**src/rtl/rf_sequencer_pkg.sv**
```systemverilog
// rf_sequencer_pkg: shared constants and types for the register-file sequencer.
//   Widths       : DATA_W (register data), ADDR_W (register index), OP_W, ST_W
//   Opcodes      : OP_LDI, OP_ADD, OP_SUB, OP_MOV
//   FSM encoding : ST_IDLE, ST_READ, ST_EXEC, ST_WRITE
//   instr_t      : latched instruction payload
package rf_sequencer_pkg;

  localparam int unsigned DATA_W = 4;
  localparam int unsigned ADDR_W = 3;
  localparam int unsigned OP_W   = 2;
  localparam int unsigned ST_W   = 2;

  localparam logic [OP_W-1:0] OP_LDI = 2'b00;
  localparam logic [OP_W-1:0] OP_ADD = 2'b01;
  localparam logic [OP_W-1:0] OP_SUB = 2'b10;
  localparam logic [OP_W-1:0] OP_MOV = 2'b11;

  localparam logic [ST_W-1:0] ST_IDLE  = 2'd0;
  localparam logic [ST_W-1:0] ST_READ  = 2'd1;
  localparam logic [ST_W-1:0] ST_EXEC  = 2'd2;
  localparam logic [ST_W-1:0] ST_WRITE = 2'd3;

  typedef struct packed {
    logic [OP_W-1:0]   op;
    logic [ADDR_W-1:0] rd;
    logic [ADDR_W-1:0] rp;
    logic [ADDR_W-1:0] rq;
    logic [DATA_W-1:0] imm;
  } instr_t;

endpackage

```
**src/rtl/rf_seq_alu.sv**
```systemverilog
// rf_seq_alu: combinational 4-bit ALU for the register-file sequencer.
//   op     : opcode (ADD, SUB, MOV; LDI yields 0, the immediate bypasses the ALU)
//   p, q   : source operands
//   result : (p+q) mod 16, (p-q) mod 16 or p
//   carry  : carry out of bit 3 for ADD, borrow (p<q) for SUB, 0 otherwise
module rf_seq_alu
  import rf_sequencer_pkg::*;
(
  input  logic [OP_W-1:0]   op,
  input  logic [DATA_W-1:0] p,
  input  logic [DATA_W-1:0] q,
  output logic [DATA_W-1:0] result,
  output logic              carry
);

  localparam int unsigned SUM_W = DATA_W + 1;

  logic [SUM_W-1:0] sum;

  always_comb begin
    sum    = '0;
    result = '0;
    carry  = 1'b0;
    case (op)
      OP_ADD: begin
        sum    = SUM_W'(p) + SUM_W'(q);
        result = sum[DATA_W-1:0];
        carry  = sum[DATA_W];
      end
      OP_SUB: begin
        result = p - q;
        carry  = (p < q);
      end
      OP_MOV:  result = p;
      default: result = '0;
    endcase
  end

endmodule

```
**src/rtl/rf_sequencer.sv**
```systemverilog
// rf_sequencer: four-state sequencer driving an external register file.
//   Clock, Reset             : rising-edge clock, synchronous active-high reset
//   INSTR_VALID/INSTR_READY  : instruction handshake (accepted only in IDLE)
//   INSTR_OP/RD/RP/RQ/IMM    : instruction fields
//   RP, RQ / DATAP, DATAQ    : register-file read addresses / combinational read data
//   WA, LD_DATA, WR          : register-file write port
//   BUSY, DONE               : instruction in flight / one-cycle completion pulse
//   FLAG_Z, FLAG_C           : zero / carry-borrow status, only when RF_SEQ_FLAGS_EN is defined
module rf_sequencer
  import rf_sequencer_pkg::*;
(
  input  logic              Clock,
  input  logic              Reset,
  input  logic              INSTR_VALID,
  output logic              INSTR_READY,
  input  logic [OP_W-1:0]   INSTR_OP,
  input  logic [ADDR_W-1:0] INSTR_RD,
  input  logic [ADDR_W-1:0] INSTR_RP,
  input  logic [ADDR_W-1:0] INSTR_RQ,
  input  logic [DATA_W-1:0] INSTR_IMM,
  output logic [ADDR_W-1:0] RP,
  output logic [ADDR_W-1:0] RQ,
  input  logic [DATA_W-1:0] DATAP,
  input  logic [DATA_W-1:0] DATAQ,
  output logic [ADDR_W-1:0] WA,
  output logic [DATA_W-1:0] LD_DATA,
  output logic              WR,
  output logic              BUSY,
  output logic              DONE
`ifdef RF_SEQ_FLAGS_EN
  ,
  output logic              FLAG_Z,
  output logic              FLAG_C
`endif
);

  logic [ST_W-1:0]   state_q;
  logic [ST_W-1:0]   state_d;
  logic              accept_c;
  instr_t            instr_q;
  logic [DATA_W-1:0] p_q;
  logic [DATA_W-1:0] q_q;
  logic [DATA_W-1:0] result_q;
  logic              wr_q;
  logic              done_q;
  logic              busy_q;
  logic              ready_q;
  logic [DATA_W-1:0] alu_result;

  // Ready is masked by Reset so nothing can be accepted while it is held.
  assign INSTR_READY = ready_q & ~Reset;
  assign RP          = instr_q.rp;
  assign RQ          = instr_q.rq;
  assign WA          = instr_q.rd;
  assign LD_DATA     = result_q;
  assign WR          = wr_q;
  assign DONE        = done_q;
  assign BUSY        = busy_q;

  // State register.
  always_ff @(posedge Clock) begin
    if (Reset) state_q <= ST_IDLE;
    else       state_q <= state_d;
  end

  // Next-state logic; LDI skips straight to WRITE.
  always_comb begin
    state_d  = state_q;
    accept_c = 1'b0;
    case (state_q)
      ST_IDLE: begin
        if (INSTR_VALID && INSTR_READY) begin
          accept_c = 1'b1;
          state_d  = (INSTR_OP == OP_LDI) ? ST_WRITE : ST_READ;
        end
      end
      ST_READ:  state_d = ST_EXEC;
      ST_EXEC:  state_d = ST_WRITE;
      ST_WRITE: state_d = ST_IDLE;
      default:  state_d = ST_IDLE;
    endcase
  end

  // Status outputs registered from the upcoming state.
  always_ff @(posedge Clock) begin
    if (Reset) begin
      wr_q    <= 1'b0;
      done_q  <= 1'b0;
      busy_q  <= 1'b0;
      ready_q <= 1'b1;
    end else begin
      wr_q    <= (state_d == ST_WRITE);
      done_q  <= (state_d == ST_WRITE);
      busy_q  <= (state_d != ST_IDLE);
      ready_q <= (state_d == ST_IDLE);
    end
  end

  // Instruction latch, operand capture and result register.
  always_ff @(posedge Clock) begin
    if (Reset) begin
      instr_q  <= '0;
      p_q      <= '0;
      q_q      <= '0;
      result_q <= '0;
    end else begin
      if (accept_c) begin
        instr_q <= '{op: INSTR_OP, rd: INSTR_RD, rp: INSTR_RP, rq: INSTR_RQ, imm: INSTR_IMM};
        if (INSTR_OP == OP_LDI) result_q <= INSTR_IMM;
      end
      if (state_q == ST_READ) begin
        p_q <= DATAP;
        q_q <= DATAQ;
      end
      if (state_q == ST_EXEC) result_q <= alu_result;
    end
  end

`ifdef RF_SEQ_FLAGS_EN
  logic alu_carry;
  logic carry_q;

  rf_seq_alu u_alu (
    .op     (instr_q.op),
    .p      (p_q),
    .q      (q_q),
    .result (alu_result),
    .carry  (alu_carry)
  );

  // Carry is held from EXEC and committed together with Z as WRITE ends.
  always_ff @(posedge Clock) begin
    if (Reset) begin
      carry_q <= 1'b0;
      FLAG_Z  <= 1'b0;
      FLAG_C  <= 1'b0;
    end else begin
      if (state_q == ST_EXEC) carry_q <= alu_carry;
      if (state_q == ST_WRITE) begin
        FLAG_Z <= (result_q == '0);
        if (instr_q.op == OP_ADD || instr_q.op == OP_SUB) FLAG_C <= carry_q;
      end
    end
  end
`else
  logic unused_carry;

  rf_seq_alu u_alu (
    .op     (instr_q.op),
    .p      (p_q),
    .q      (q_q),
    .result (alu_result),
    .carry  (unused_carry)
  );
`endif

endmodule
```
**config.mk**
```make
export PLATFORM = sky130hd
export DESIGN_NAME = rf_sequencer
export DESIGN_NICKNAME = d
export VERILOG_FILES = /design/src/rtl/rf_sequencer_pkg.sv /design/src/rtl/rf_seq_alu.sv /design/src/rtl/rf_sequencer.sv
export SDC_FILE = /design/constraint.sdc
export NUM_CORES = 1
export LEC_CHECK = 0
export ABC_AREA = 1
export BUFFER_PORTS_ARGS = -buffer_cell sky130_fd_sc_hd__buf_2
export CORE_ASPECT_RATIO = 0.6
export CORE_UTILIZATION = 29
export CTS_BUF_LIST = sky130_fd_sc_hd__clkbuf_8
export CTS_CLUSTER_SIZE = 16
export DETAILED_ROUTE_END_ITERATION = 16
export MAX_ROUTING_LAYER = met4
export PLACE_DENSITY = 0.54
export SETUP_SLACK_MARGIN = 0.02
export SYNTH_ARGS = -nofsm -noshare
export SYNTH_HDL_FRONTEND = slang
export SYNTH_SLANG_ARGS = --single-unit
```
**constraint.sdc**
```tcl
create_clock -name Clock -period 2.31 [get_ports Clock]
set_clock_uncertainty 0.1 [all_clocks]
set_input_delay 0.231 -clock Clock [delete_from_list [all_inputs] [get_ports Clock]]
set_output_delay 0.231 -clock Clock [all_outputs]
set_load 0.01 [all_outputs]
```
-- After elaboration in Yosys (flattened, before gate mapping)
Index checks and enable logic that the tools add are counted.
Widths: inputs -> output; s select.
- add/sub/neg operators: 2
- equal/unequal tests: 7
- muxes and demuxes: 9
- bitwise logic cells: 2
- reductions and logical operators: 8
- operator list (kind ; count):
    $mux 4 ; 3
    $pmux 4 s3 ; 1
    $eq 2x2->1 const B ; 5
    $pmux 2 s4 ; 1
    $logic_not 2->1 ; 3
    $reduce_bool 2->1 ; 3
    $add 4x4->4 ; 1
    $eq 2x1->1 const B ; 2
    $mux 2 ; 2
    $sub 4x4->4 ; 1
    $mux 1 ; 2
    $reduce_and 2->1 ; 1
    $and 1x1->1 ; 1
    $logic_and 1x1->1 ; 1
    $not 1->1 ; 1
- bits in registers: 28
- input bits: 26
- output and inout bits: 17
- logic and storage cells: 39

-- Longest topological paths before layout
- depth in word-level cells: 7
- depth in mapped cells: 14
- gate-level depth less buffers: 14

-- By module
From an unflattened synthesis, not the netlist that was laid out.
- cell total of the unflattened synthesis: 236
- area total of the unflattened synthesis: 1656.6 µm²
- modules (own cells, without submodules) (module ; times used ; cells an instance ; area an instance (µm²)):
    rf_sequencer ; 1 ; 163 ; 1198.6
    rf_seq_alu ; 1 ; 73 ; 457.9

-- Worst setup path after synthesis
Ideal clock, no wire load.
- path type: reg-to-reg
- from: reg q_q[0]
- to: reg result_q[1] (netlist: LD_DATA[1])
- data arrival time: 1750 ps
- required time: 2146 ps
- setup slack: 397 ps
- cell stages (with the launch flop): 11
- path buffers: 0
- period minus slack after synthesis: 1913 ps
- cells stage by stage: dfxtp_1 > inv_1 > ha_1 > inv_1 > o21ai_0 > fa_1 > inv_1 > a22oi_1 > o21ai_0 > nor2_1 > nor2_1
- cells in the longest elaborated chain, start to end: 3
- RTL lines (item ; RTL line ; RTL):
    start: declaration ; rf_sequencer.sv:42 ; logic [DATA_W-1:0] q_q;
    start signal: assignment ; rf_sequencer.sv:104 ; q_q <= '0;
    start signal: assignment ; rf_sequencer.sv:113 ; q_q <= DATAQ;
    $sub 4x4->4 or $add 4x4->4 (tied branches) ; rf_seq_alu.sv:31, rf_seq_alu.sv:26 ;
    $pmux 4 s3 * ; rf_seq_alu.sv:24 ; case (op)
    $mux 4 * ; rf_sequencer.sv:115 ; if (state_q == ST_EXEC) result_q <= alu_result;
    end signal: assignment ; rf_sequencer.sv:115 ;
    end: declaration ; rf_sequencer.sv:43 ; logic [DATA_W-1:0] result_q;
Every way passes the cells marked *; elsewhere a longest branch is shown, timed or not.
A chain may end at the register's enable or synchronous reset.

-- Final worst setup path
- from: reg instr_q[13] (netlist bit)
- to: reg result_q[3] (netlist: LD_DATA[3])
- cells in the longest elaborated chain, start to end: 3
- RTL lines (item ; RTL line ; RTL):
    start: declaration ; rf_sequencer.sv:40 ; instr_t instr_q;
    start signal: assignment ; rf_sequencer.sv:108 ; instr_q <= '{op: INSTR_OP, rd: INSTR_RD, rp: INSTR_RP, rq: INSTR_RQ, imm: INSTR_IMM};
    $eq 2x2->1 or $eq 2x1->1 (tied branches) ; rf_seq_alu.sv:24 ;
    $pmux 4 s3 * ; rf_seq_alu.sv:24 ;
    $mux 4 * ; rf_sequencer.sv:115 ;
Marked as above.

==> impl_results.md <==
- Status: completed
- Htree depth: 1
- Warnings from Yosys: 0
- Critical path required time: 2.42 ns
- Cts bufs inserted: 3
- Row cnt: 19
- Sequential share of the synthesized area: 0.383
- Kind of cell adding the most delay to the critical path: adder cells
- Net count after synthesis: 227
- Final hold slack: 0.0771 ns
- Worst setup SP type: flop
- Multi-input gate area: 702 um2
- Cell depth of the worst hold path: 3
- Slew headroom: 0.720
- Most used flip-flop cell after synthesis: dfxtp_1
- Max Clk Rate: 0.489 GHz
- Drt wl/cell: 10.5 um
- Clock sink count: 28
- Max-cap violations: 0
- WL met2: 1.15 mm
- CORE AREA: 4710 um2
- # setup viols final: 0
- Total power: 1910 uW
- Worst Path Buf+Inv: 1
- Slowest CP cell: dfxtp_1
- Reg-to-Reg Start: instr_q[13]
- Worst path max stage delay: 0.35 ns
- HP Class: input port to flop
- Hold Buf Count CTS: 0
- Synthesized flop and latch total: 28
- Peak supply drop: 0.434 mV
- Setup crit start: instr_q[13]
- Count leader, synth: nand2_1
- Port bufs: 42
- Detailed-routing iteration count for the pre-antenna-repair pass: 4
- Post-detailed-route count of antenna-violating nets: 0
- Overflow after GRT: 0
- Area share of the largest cell type after synthesis: 0.383
- Leakage: 0.000817 uW
- CTS tree: built
- Initial antenna violation count: 0
- Switching Share: 0.401
- Root Driver: clkbuf_8
- Psw: 769 uW
- Critical path depth in cells: 12
- Die extent in y: 57.0 um
- Kind of critical path: flop to flop
- Async set-reset flop share out of synthesis: 0
- Synth Cell Area: 1460 um2
- Sequential Area: 561 um2
- Final Hold Fails: 0
- Cell mode on critical path: nand2_1
- Vias: 1221
- Final Wtd Congestion: 0.802
- Hold worst-path end: p_q[2]
- R2R Setup Slk: 0.26 ns
- DR WL met3: 184 um
- Pwr/cell area: 1120 nW/um2
- Top cells by count, synth: nand2_1 (37), dfxtp_1 (28), inv_1 (22), a21oi_1 (21), o21ai_0 (13)
- Crit-path max FO: 4
- First-pass GRT wire length: 4.87 mm
- Pin count of the biggest net entering global routing: 16
- Top Layer Used: met4
- Post-Syn Area per Cell: 7.75 um2
- Leading area contributor after synthesis: dfxtp_1
- Setup TNS Final: 0 ns
- Clk network pwr share: 0.158
- Synth cell types: 26
- Buffer depth of the longest clock path: 2
- Reg-to-reg endpoint: LD_DATA[3]
- Post-synth EDFFs: 0
- Wire length on met1: 1.64 mm
- Tmin final: 2.05 ns
- Share of layout cells above drive strength 1: 0.281
- IO Pins: 43
- Worst-Margin Slew: 0.420 ns
- CP Capture Type: flop
- CTS clk-pin slew, worst paths: 0.09 ns
- Area growth from synthesis to layout: 17.0%
- Number of global-route vias before repair: 1047
- Power Internal: 1150 uW
- DRC: 0
- CP arrival: 2.16 ns
- Hold Startpoint: DATAP[2]
- Fin nets: 260
- Final Cycle Share: 0.886
- Worst-Skew Late Latency: 0.27 ns
- Total wire length: 2.98 mm
- RSZ-0062 raised after global routing: no
- Die ar.: 5350 um2
- Final HPWL DP: 2.37 mm
- Die width: 93.7 um
- Diode count: 0
- Max Slew Vio Count: 0
- Comb pwr share: 0.478
- Power share of the sequential group: 0.364
- Worst setup margin: 0.264 ns
- Fill count: 519
- Reg2reg path depth: 12
- Total track usage: 0.121
- Pre-CTS WS: 0.205 ns
- Post-synthesis cell count: 189
- Starting Density: 0.311
- Crit path cell chain: inv_1 -> ha_1 -> nor2_1 -> xor2_1 -> ha_1 -> a21oi_1 -> nand2_1 -> nand3_1 -> nand3_1 -> nand2_1 -> nand2_1 -> a21oi_2
- Iter 0 DRT Violations: 33
- Avg Vias per Cell: 4.30
- Area contributors post-synth: dfxtp_1 (38%), nand2_1 (9.5%), ha_1 (9.4%)
==> layout make-up <==
class / count / area share
multi-input cells: 120 / 0.410
clock buffers: 4 / 0.0321
repair buffers: 42 / 0.123
well taps: 63 / 0.0460
flip-flops and latches: 28 / 0.327
inverters: 27 / 0.0621
==> cell families after synthesis <==
family,count (synthesis),share of synthesized area
AND/OR/NAND/NOR,60,0.181
buffers and inverters,41,0.138
XOR/XNOR,2,0.0120
AO/OA/AOI/OAI,46,0.179
adder cells (fa/ha/maj),12,0.108
flip-flops,28,0.383
==> tightest hold or removal path, stage by stage <==
cell    delay, ns
buf_2        0.08
nor2_1       0.03
nor2_1       0.08
==> how the worst max path moves through the flow <==
| stage | end | slack, ns |
|---|---|---|
| after floorplan | LD_DATA[1] | 0.40 |
| after global placement | LD_DATA[1] | 0.28 |
| after detailed placement | LD_DATA[3] | 0.21 |
| after CTS | LD_DATA[1] | 0.17 |
| after global routing | LD_DATA[3] | 0.04 |
| final | LD_DATA[3] | 0.26 |
==> timing repair <==
action,in CTS,in global routing
setup endpoints to repair,0,2
resized for setup,0,1
setup buffers,0,0
==> per-stage QoR <==
| step | util | cell area, um2 | std cells |
|---|---|---|---|
| after floorplan | - | 1460 | 189 |
| after global placement | 0.352 | 1660 | 280 |
| after detailed placement | 0.352 | 1660 | 280 |
| after CTS | 0.364 | 1710 | 284 |
| after global routing | 0.364 | 1710 | 284 |
| final | 0.364 | 1710 | 284 |
==> cells in the final DEF, fill, tap and decap left out <==
cell / instances
a21oi_2: 2
inv_2: 3
o21ai_2: 3
nor2_1: 11
clkbuf_8: 4
a21oi_1: 21
nand2_1: 37
xor2_1: 1
o21ai_1: 5
inv_1: 22
buf_2: 42
nand3_1: 4
o211ai_2: 1
clkinv_1: 1
dfxtp_1: 28
a22oi_1: 2
inv_6: 1
ha_1: 11
xnor2_1: 1
nand3b_1: 1
nand2_4: 3
fa_1: 1
nor3_1: 1
nor2_2: 3
o21ai_0: 12
==> routing by layer <==
metal	GRT usage	vias up
li1	-	657
met1	0.176	530
met2	0.168	32
met3	0.0360	2
met4	0.0132	0
met5	-	-
==> power by group through the flow <==
| stage | combinational, uW | clock [uW] | sequential (uW) |
|---|---|---|---|
| after floorplan | 716 | 0 | 716 |
| after global placement | 915 | 0 | 710 |
| after detailed placement | 919 | 0 | 711 |
| after CTS | 925 | 316 | 699 |
| after global routing | 1060 | 336 | 716 |
| final | 915 | 302 | 698 |
==> sequential cells by signal (all words and copies together), names as in the netlist <==
name,count
BUSY,1
instr_q,2
p_q,4
WA,3
ready_q,1
DONE,1
LD_DATA,4
q_q,4
RQ,3
RP,3
state_q,2
Note: power is estimated with default switching activity, not from simulation.
